===== src/rtl/cal_rii_if.sv =====
// Column handshake and result bus for the cal_rii column-norm stage.
// The master side presents columns; the slave side (cal_rii) returns the norm.
interface cal_rii_if;
  logic         i_valid;
  logic [191:0] i_h_column;
  logic         o_ready;
  logic [191:0] o_h_column;
  logic [19:0]  o_Rii;
  logic         o_div_en;
  logic         o_zero;
  logic         o_sat;

  modport master (
    output i_valid,
    output i_h_column,
    input  o_ready,
    input  o_h_column,
    input  o_Rii,
    input  o_div_en,
    input  o_zero,
    input  o_sat
  );

  modport slave (
    input  i_valid,
    input  i_h_column,
    output o_ready,
    output o_h_column,
    output o_Rii,
    output o_div_en,
    output o_zero,
    output o_sat
  );
endinterface


===== src/rtl/cal_rii.sv =====
// Column norm: sums the squares of eight S7.16 elements, then takes a
// truncating restoring square root, clamped to 19 magnitude bits.
module cal_rii (
  input logic      i_clk,
  input logic      i_rst_n,
  cal_rii_if.slave bus
);

  typedef enum logic [2:0] {IDLE, ACC, CHK, SQRT, OUT} state_t;

  localparam logic [4:0]  LastElem = 5'd7;
  localparam logic [4:0]  LastBit  = 5'd18;
  localparam logic [19:0] RiiMax   = 20'h7FFFF;

  state_t         state_q;
  logic [191:0]   col_q;
  logic [49:0]    acc_q;
  logic [4:0]     idx_q;
  logic [19:0]    rem_q;
  logic [18:0]    root_q;
  logic           sat_q;
  logic           zero_q;
  logic [191:0]   outCol_q;
  logic [19:0]    outRii_q;
  logic           divEn_q;
  logic           outZero_q;
  logic           outSat_q;

  logic signed [23:0] elem;
  logic signed [47:0] square;
  logic [49:0]        acc_d;
  logic [21:0]        remShift;
  logic [21:0]        trial;
  logic [19:0]        rem_d;
  logic [18:0]        root_d;

  // One element square per ACC cycle; one root bit per SQRT cycle. During
  // SQRT the accumulator doubles as the radicand shift register.
  always_comb begin
    elem     = col_q[32'(idx_q[2:0]) * 24 +: 24];
    square   = elem * elem;
    acc_d    = acc_q + {2'b00, square};
    remShift = {rem_q, acc_q[37:36]};
    trial    = {1'b0, root_q, 2'b01};
    rem_d    = remShift[19:0];
    root_d   = {root_q[17:0], 1'b0};
    if (remShift >= trial) begin
      rem_d  = 20'(remShift - trial);
      root_d = {root_q[17:0], 1'b1};
    end
  end

  always_ff @(posedge i_clk or negedge i_rst_n) begin
    if (!i_rst_n) begin
      state_q   <= IDLE;
      col_q     <= '0;
      acc_q     <= '0;
      idx_q     <= '0;
      rem_q     <= '0;
      root_q    <= '0;
      sat_q     <= 1'b0;
      zero_q    <= 1'b0;
      outCol_q  <= '0;
      outRii_q  <= '0;
      divEn_q   <= 1'b0;
      outZero_q <= 1'b0;
      outSat_q  <= 1'b0;
    end else begin
      divEn_q <= 1'b0;
      unique case (state_q)
        IDLE: begin
          if (bus.i_valid) begin
            col_q   <= bus.i_h_column;
            acc_q   <= '0;
            idx_q   <= '0;
            state_q <= ACC;
          end
        end
        ACC: begin
          acc_q <= acc_d;
          if (idx_q == LastElem) begin
            idx_q   <= '0;
            state_q <= CHK;
          end else begin
            idx_q <= idx_q + 5'd1;
          end
        end
        CHK: begin
          // Anything at or above 2^38 has a root that no longer fits 19 bits.
          sat_q   <= |acc_q[49:38];
          zero_q  <= (acc_q == '0);
          rem_q   <= '0;
          root_q  <= '0;
          idx_q   <= '0;
          state_q <= SQRT;
        end
        SQRT: begin
          rem_q  <= rem_d;
          root_q <= root_d;
          acc_q  <= {acc_q[47:0], 2'b00};
          if (idx_q == LastBit) begin
            idx_q     <= '0;
            outCol_q  <= col_q;
            outRii_q  <= sat_q ? RiiMax : {1'b0, root_d};
            outZero_q <= zero_q;
            outSat_q  <= sat_q;
            divEn_q   <= 1'b1;
            state_q   <= OUT;
          end else begin
            idx_q <= idx_q + 5'd1;
          end
        end
        OUT: begin
          state_q <= IDLE;
        end
        default: begin
          state_q <= IDLE;
        end
      endcase
    end
  end

  assign bus.o_ready    = (state_q == IDLE);
  assign bus.o_h_column = outCol_q;
  assign bus.o_Rii      = outRii_q;
  assign bus.o_div_en   = divEn_q;
  assign bus.o_zero     = outZero_q;
  assign bus.o_sat      = outSat_q;

endmodule


===== src/flat_wrapper.sv =====
// flat-port wrapper written by rule: the top's interface ports become plain ports
module cal_rii_flat 
  (i_clk, i_rst_n, bus_i_valid, bus_i_h_column, bus_o_ready, bus_o_h_column, bus_o_Rii, bus_o_div_en, bus_o_zero, bus_o_sat);
  cal_rii_if bus_i ();
  input logic i_clk;
  input logic i_rst_n;
  input wire logic [$bits(bus_i.i_valid)-1:0] bus_i_valid;
  input wire logic [$bits(bus_i.i_h_column)-1:0] bus_i_h_column;
  output wire logic [$bits(bus_i.o_ready)-1:0] bus_o_ready;
  output wire logic [$bits(bus_i.o_h_column)-1:0] bus_o_h_column;
  output wire logic [$bits(bus_i.o_Rii)-1:0] bus_o_Rii;
  output wire logic [$bits(bus_i.o_div_en)-1:0] bus_o_div_en;
  output wire logic [$bits(bus_i.o_zero)-1:0] bus_o_zero;
  output wire logic [$bits(bus_i.o_sat)-1:0] bus_o_sat;
  assign bus_i.i_valid = bus_i_valid;
  assign bus_i.i_h_column = bus_i_h_column;
  assign bus_o_ready = bus_i.o_ready;
  assign bus_o_h_column = bus_i.o_h_column;
  assign bus_o_Rii = bus_i.o_Rii;
  assign bus_o_div_en = bus_i.o_div_en;
  assign bus_o_zero = bus_i.o_zero;
  assign bus_o_sat = bus_i.o_sat;
  cal_rii u_core (.i_clk(i_clk), .i_rst_n(i_rst_n), .bus(bus_i));
endmodule

===== config.mk =====
export PLATFORM = sky130hd
export DESIGN_NAME = cal_rii_flat
export DESIGN_NICKNAME = d
export VERILOG_FILES = /design/src/rtl/cal_rii_if.sv /design/src/rtl/cal_rii.sv /design/src/flat_wrapper.sv
export SDC_FILE = /design/constraint.sdc
export NUM_CORES = 2
export LEC_CHECK = 0
export BUFFER_PORTS_ARGS = -buffer_cell sky130_fd_sc_hd__clkbuf_2
export CAP_MARGIN = 25
export CORE_MARGIN = 2
export CORE_UTILIZATION = 39
export CTS_CLUSTER_DIAMETER = 80
export DETAILED_ROUTE_END_ITERATION = 12
export GPL_TIMING_DRIVEN = 0
export SYNTH_ARGS = -nofsm -noshare
export SYNTH_HDL_FRONTEND = slang
export SYNTH_SLANG_ARGS = --single-unit

===== constraint.sdc =====
create_clock -name i_clk -period 27.8 [get_ports i_clk]
set_input_delay 1.39 -clock i_clk [delete_from_list [all_inputs] [get_ports i_clk]]
set_output_delay 1.39 -clock i_clk [all_outputs]
set_load 0.02 [all_outputs]

==> metrics.txt <==
GR Util All Layers=0.253; Starting Density=0.395; slew margin rel.=0.229; Area Overhead vs Synth=14.2%; Top Ports=a little over 400; Syn. warnings=0; worst skew pair latency=around 0.66 ns; CP startpoint kind=flop; Crit path max-delay family=adder cells; clk_skew=0.0646 ns; final net count=6,195; Buffers on Ports=between 400 and 500; crit-path max FO=10; die span in y=~340 µm; global-route wire length before repair=about 220 mm; RSZ-0062 raised after global routing=false; drt total wl=between 100 and 150 mm; ys async rst share=1.00; vias in the first global route=35.3k; DRC Markers=0; Post-synth EDFFs=0; Worst-path clk slew=approximately 0.060 ns; post-CTS setup buffer count=0; CTS Buffer Depth=3; GR Overflow Total=0; CP endpoint kind=flop; 1st-iter DRT viols=2,466; crit path time final=13.83 ns; Rows=121; gp weighted congestion=approximately 0.94; syn_nets=approximately 5.7k; DR pass1 iterations=6; Post-CTS Hold Fix Bufs=0; DP Wirelength=between 100 and 150 mm; Clock Tree Root=clkbuf_16; Worst-Margin Slew=1.16 ns; H-Tree Depth=2; Synth Instances=4,742; Final setup viols=0; Synth Area per Inst=9.09 µm²; Worst EP arrival=14.36 ns; Worst Hold Class=reg -> reg; largest net degree at the start of global routing=roughly 110; CP peak stage delay=0.90 ns; wire length per cell=21.0 µm; initial antenna violation count=14; fin. max-slew vios=0; final hold viol count=0; required time worst endpoint=28.33 ns; outcome=completed; Tcrit/Tclk final=0.497; sequential element share of the synthesized area=0.293; Num Clock Sinks=505; Core ar.=0.109 mm²; Top FF cell, synth=dfrtp_1; Crit path top cell by count=fa_1; via count=34.5k; Max Cap Viol=0; TritonCTS buffer count=56; CTS tree=done; Crit Path Class=reg -> reg; setup tns final=0 ns; remaining antenna violation count after routing=0; share of layout cells above drive strength 1=0.121; Post-Syn Area=between 0.04 and 0.05 mm²; Max Clk Rate=72.3 MHz; Die W=between 300 and 400 µm; Die ar.=0.113 mm²; Yosys cell types=93; WP buf/inv=10; Worst path slowest cell=buf_1; vias per cell=5.11; post-CTS sizing=0; FF+latch count, synth=just over 500
state kept, by name, indices dropped and copies added, names as in the netlist:
| register | cells |
|---|---|
| u_core.zero_q | 1 |
| u_core.bus.o_sat | 1 |
| u_core.bus.o_zero | 1 |
| u_core.bus.o_Rii | 19 |
| u_core.col_q | 192 |
| u_core.acc_q | 50 |
| u_core.bus.o_h_column | 192 |
| u_core.idx_q | 5 |
| u_core.sat_q | 1 |
| u_core.bus.o_div_en | 1 |
| u_core.root_q | 19 |
| u_core.rem_q | 20 |
| u_core.state_q | 3 |
per-layer routing:
metal  wire [µm]  part of all wire  up-vias  track usage
li1            -                 -    15700            -
met1       56200              0.40    17200        0.324
met2       66500              0.47     1325        0.409
met3       12000             0.085      268       0.0595
met4        7050             0.050       14        0.112
met5          84           0.00059        -            0
cell type report:
class	count	area, µm²
clock buffers	74	1550
multi-input cells	3323	27000
repair buffers	427	2320
diodes	9	22.5
clock inverters	25	382
inverters	719	2700
fillers	10900	60000
well taps	1476	1850
flip-flops and latches	505	12600
plain buffers	195	759
synth_stat cells, drive strengths merged (13+ instances only):
cell    count  area share
clkbuf    168       0.015
a21oi     110       0.013
ha        220       0.064
xnor2      72       0.015
o21ai     147       0.017
nand2b     13      0.0019
nand2    1456        0.13
nor2b      18      0.0026
dfrtp     505        0.29
a22oi      24      0.0042
nand3      39      0.0045
mux2i      41      0.0096
inv       712       0.062
nor3       17      0.0020
nor4       18      0.0026
mux4       48       0.025
fa        553        0.26
xor2       48      0.0097
buf        27      0.0030
o21bai     14      0.0025
o21a       20      0.0035
nand4      15      0.0022
a21o       73       0.013
nor2      213       0.019
placed cells by master, fill, tap and decap left out, types with 72 or more instances in the layout:
master       n
clkbuf_2   408
xnor2_1     72
dfrtp_1    505
o21ai_0    131
clkbuf_1   178
inv_1      710
a21oi_1    102
nor2_1     211
fa_1       553
nand2_1   1456
ha_1       220
path summary, 6_finish.rpt:
path / startpoint / endpoint / slack [ns] / cells after the start
setup / recovery: u_core.idx_q[1] / u_core.acc_q[49] / 13.97 / 42
hold / removal: u_core.bus.o_Rii[2] / u_core.bus.o_Rii[2] / 0.47 / 2
setup reg to reg: u_core.idx_q[1] / u_core.acc_q[49] / 13.97 / 42
hold reg to reg: u_core.bus.o_Rii[2] / u_core.bus.o_Rii[2] / 0.47 / 2
max in group asynchronous: i_rst_n / u_core.bus.o_h_column[137] / 25.69 / 3
min in group asynchronous: i_rst_n / u_core.bus.o_h_column[67] / 0.72 / 1
through the flow:
stage / instances / worst slack [ns] / utilization / hold WS [ns] / instance area, µm²
CTS: 6742 / 14.12 / 0.450 / 0.472 / 49200
floorplan: 4742 / 17.43 / - / 0.439 / 43100
global placement: 6627 / 13.19 / 0.430 / 0.453 / 47000
detailed placement: 6643 / 14.16 / 0.433 / 0.459 / 47300
finish: 6753 / 13.97 / 0.451 / 0.467 / 49300
global route: 6748 / 13.72 / 0.451 / 0.491 / 49200
worst register-to-register path, delay by kind of cell, from the launching register on:
family	cells	cell delay (ns)
adder cells (fa/ha/maj)	9	4.30
buffers and inverters	10	3.45
AO/OA/AOI/OAI	13	3.25
AND/OR/NAND/NOR	6	1.13
multiplexers	3	1.01
flip-flops	1	0.39
XOR/XNOR	1	0.18
logic make-up (layout without fill, tap and decap cells):
| kind of cell | Yosys count | in the layout | synth area share |
|---|---|---|---|
| simple gates | 1848 | 1848 | 0.171 |
| buf+inv | 914 | 1440 | 0.0802 |
| fa+ha+maj | 773 | 773 | 0.321 |
| flops | 505 | 505 | 0.293 |
| compound gates | 483 | 483 | 0.0735 |
| xor+xnor | 120 | 120 | 0.0244 |
| mux | 98 | 98 | 0.0370 |
| other cells | 1 | 10 | 0.0000870 |
Power is left out: the tool's default activity adds up to more than one toggle a clock period on the data nets, which glitch-free logic cannot reach.
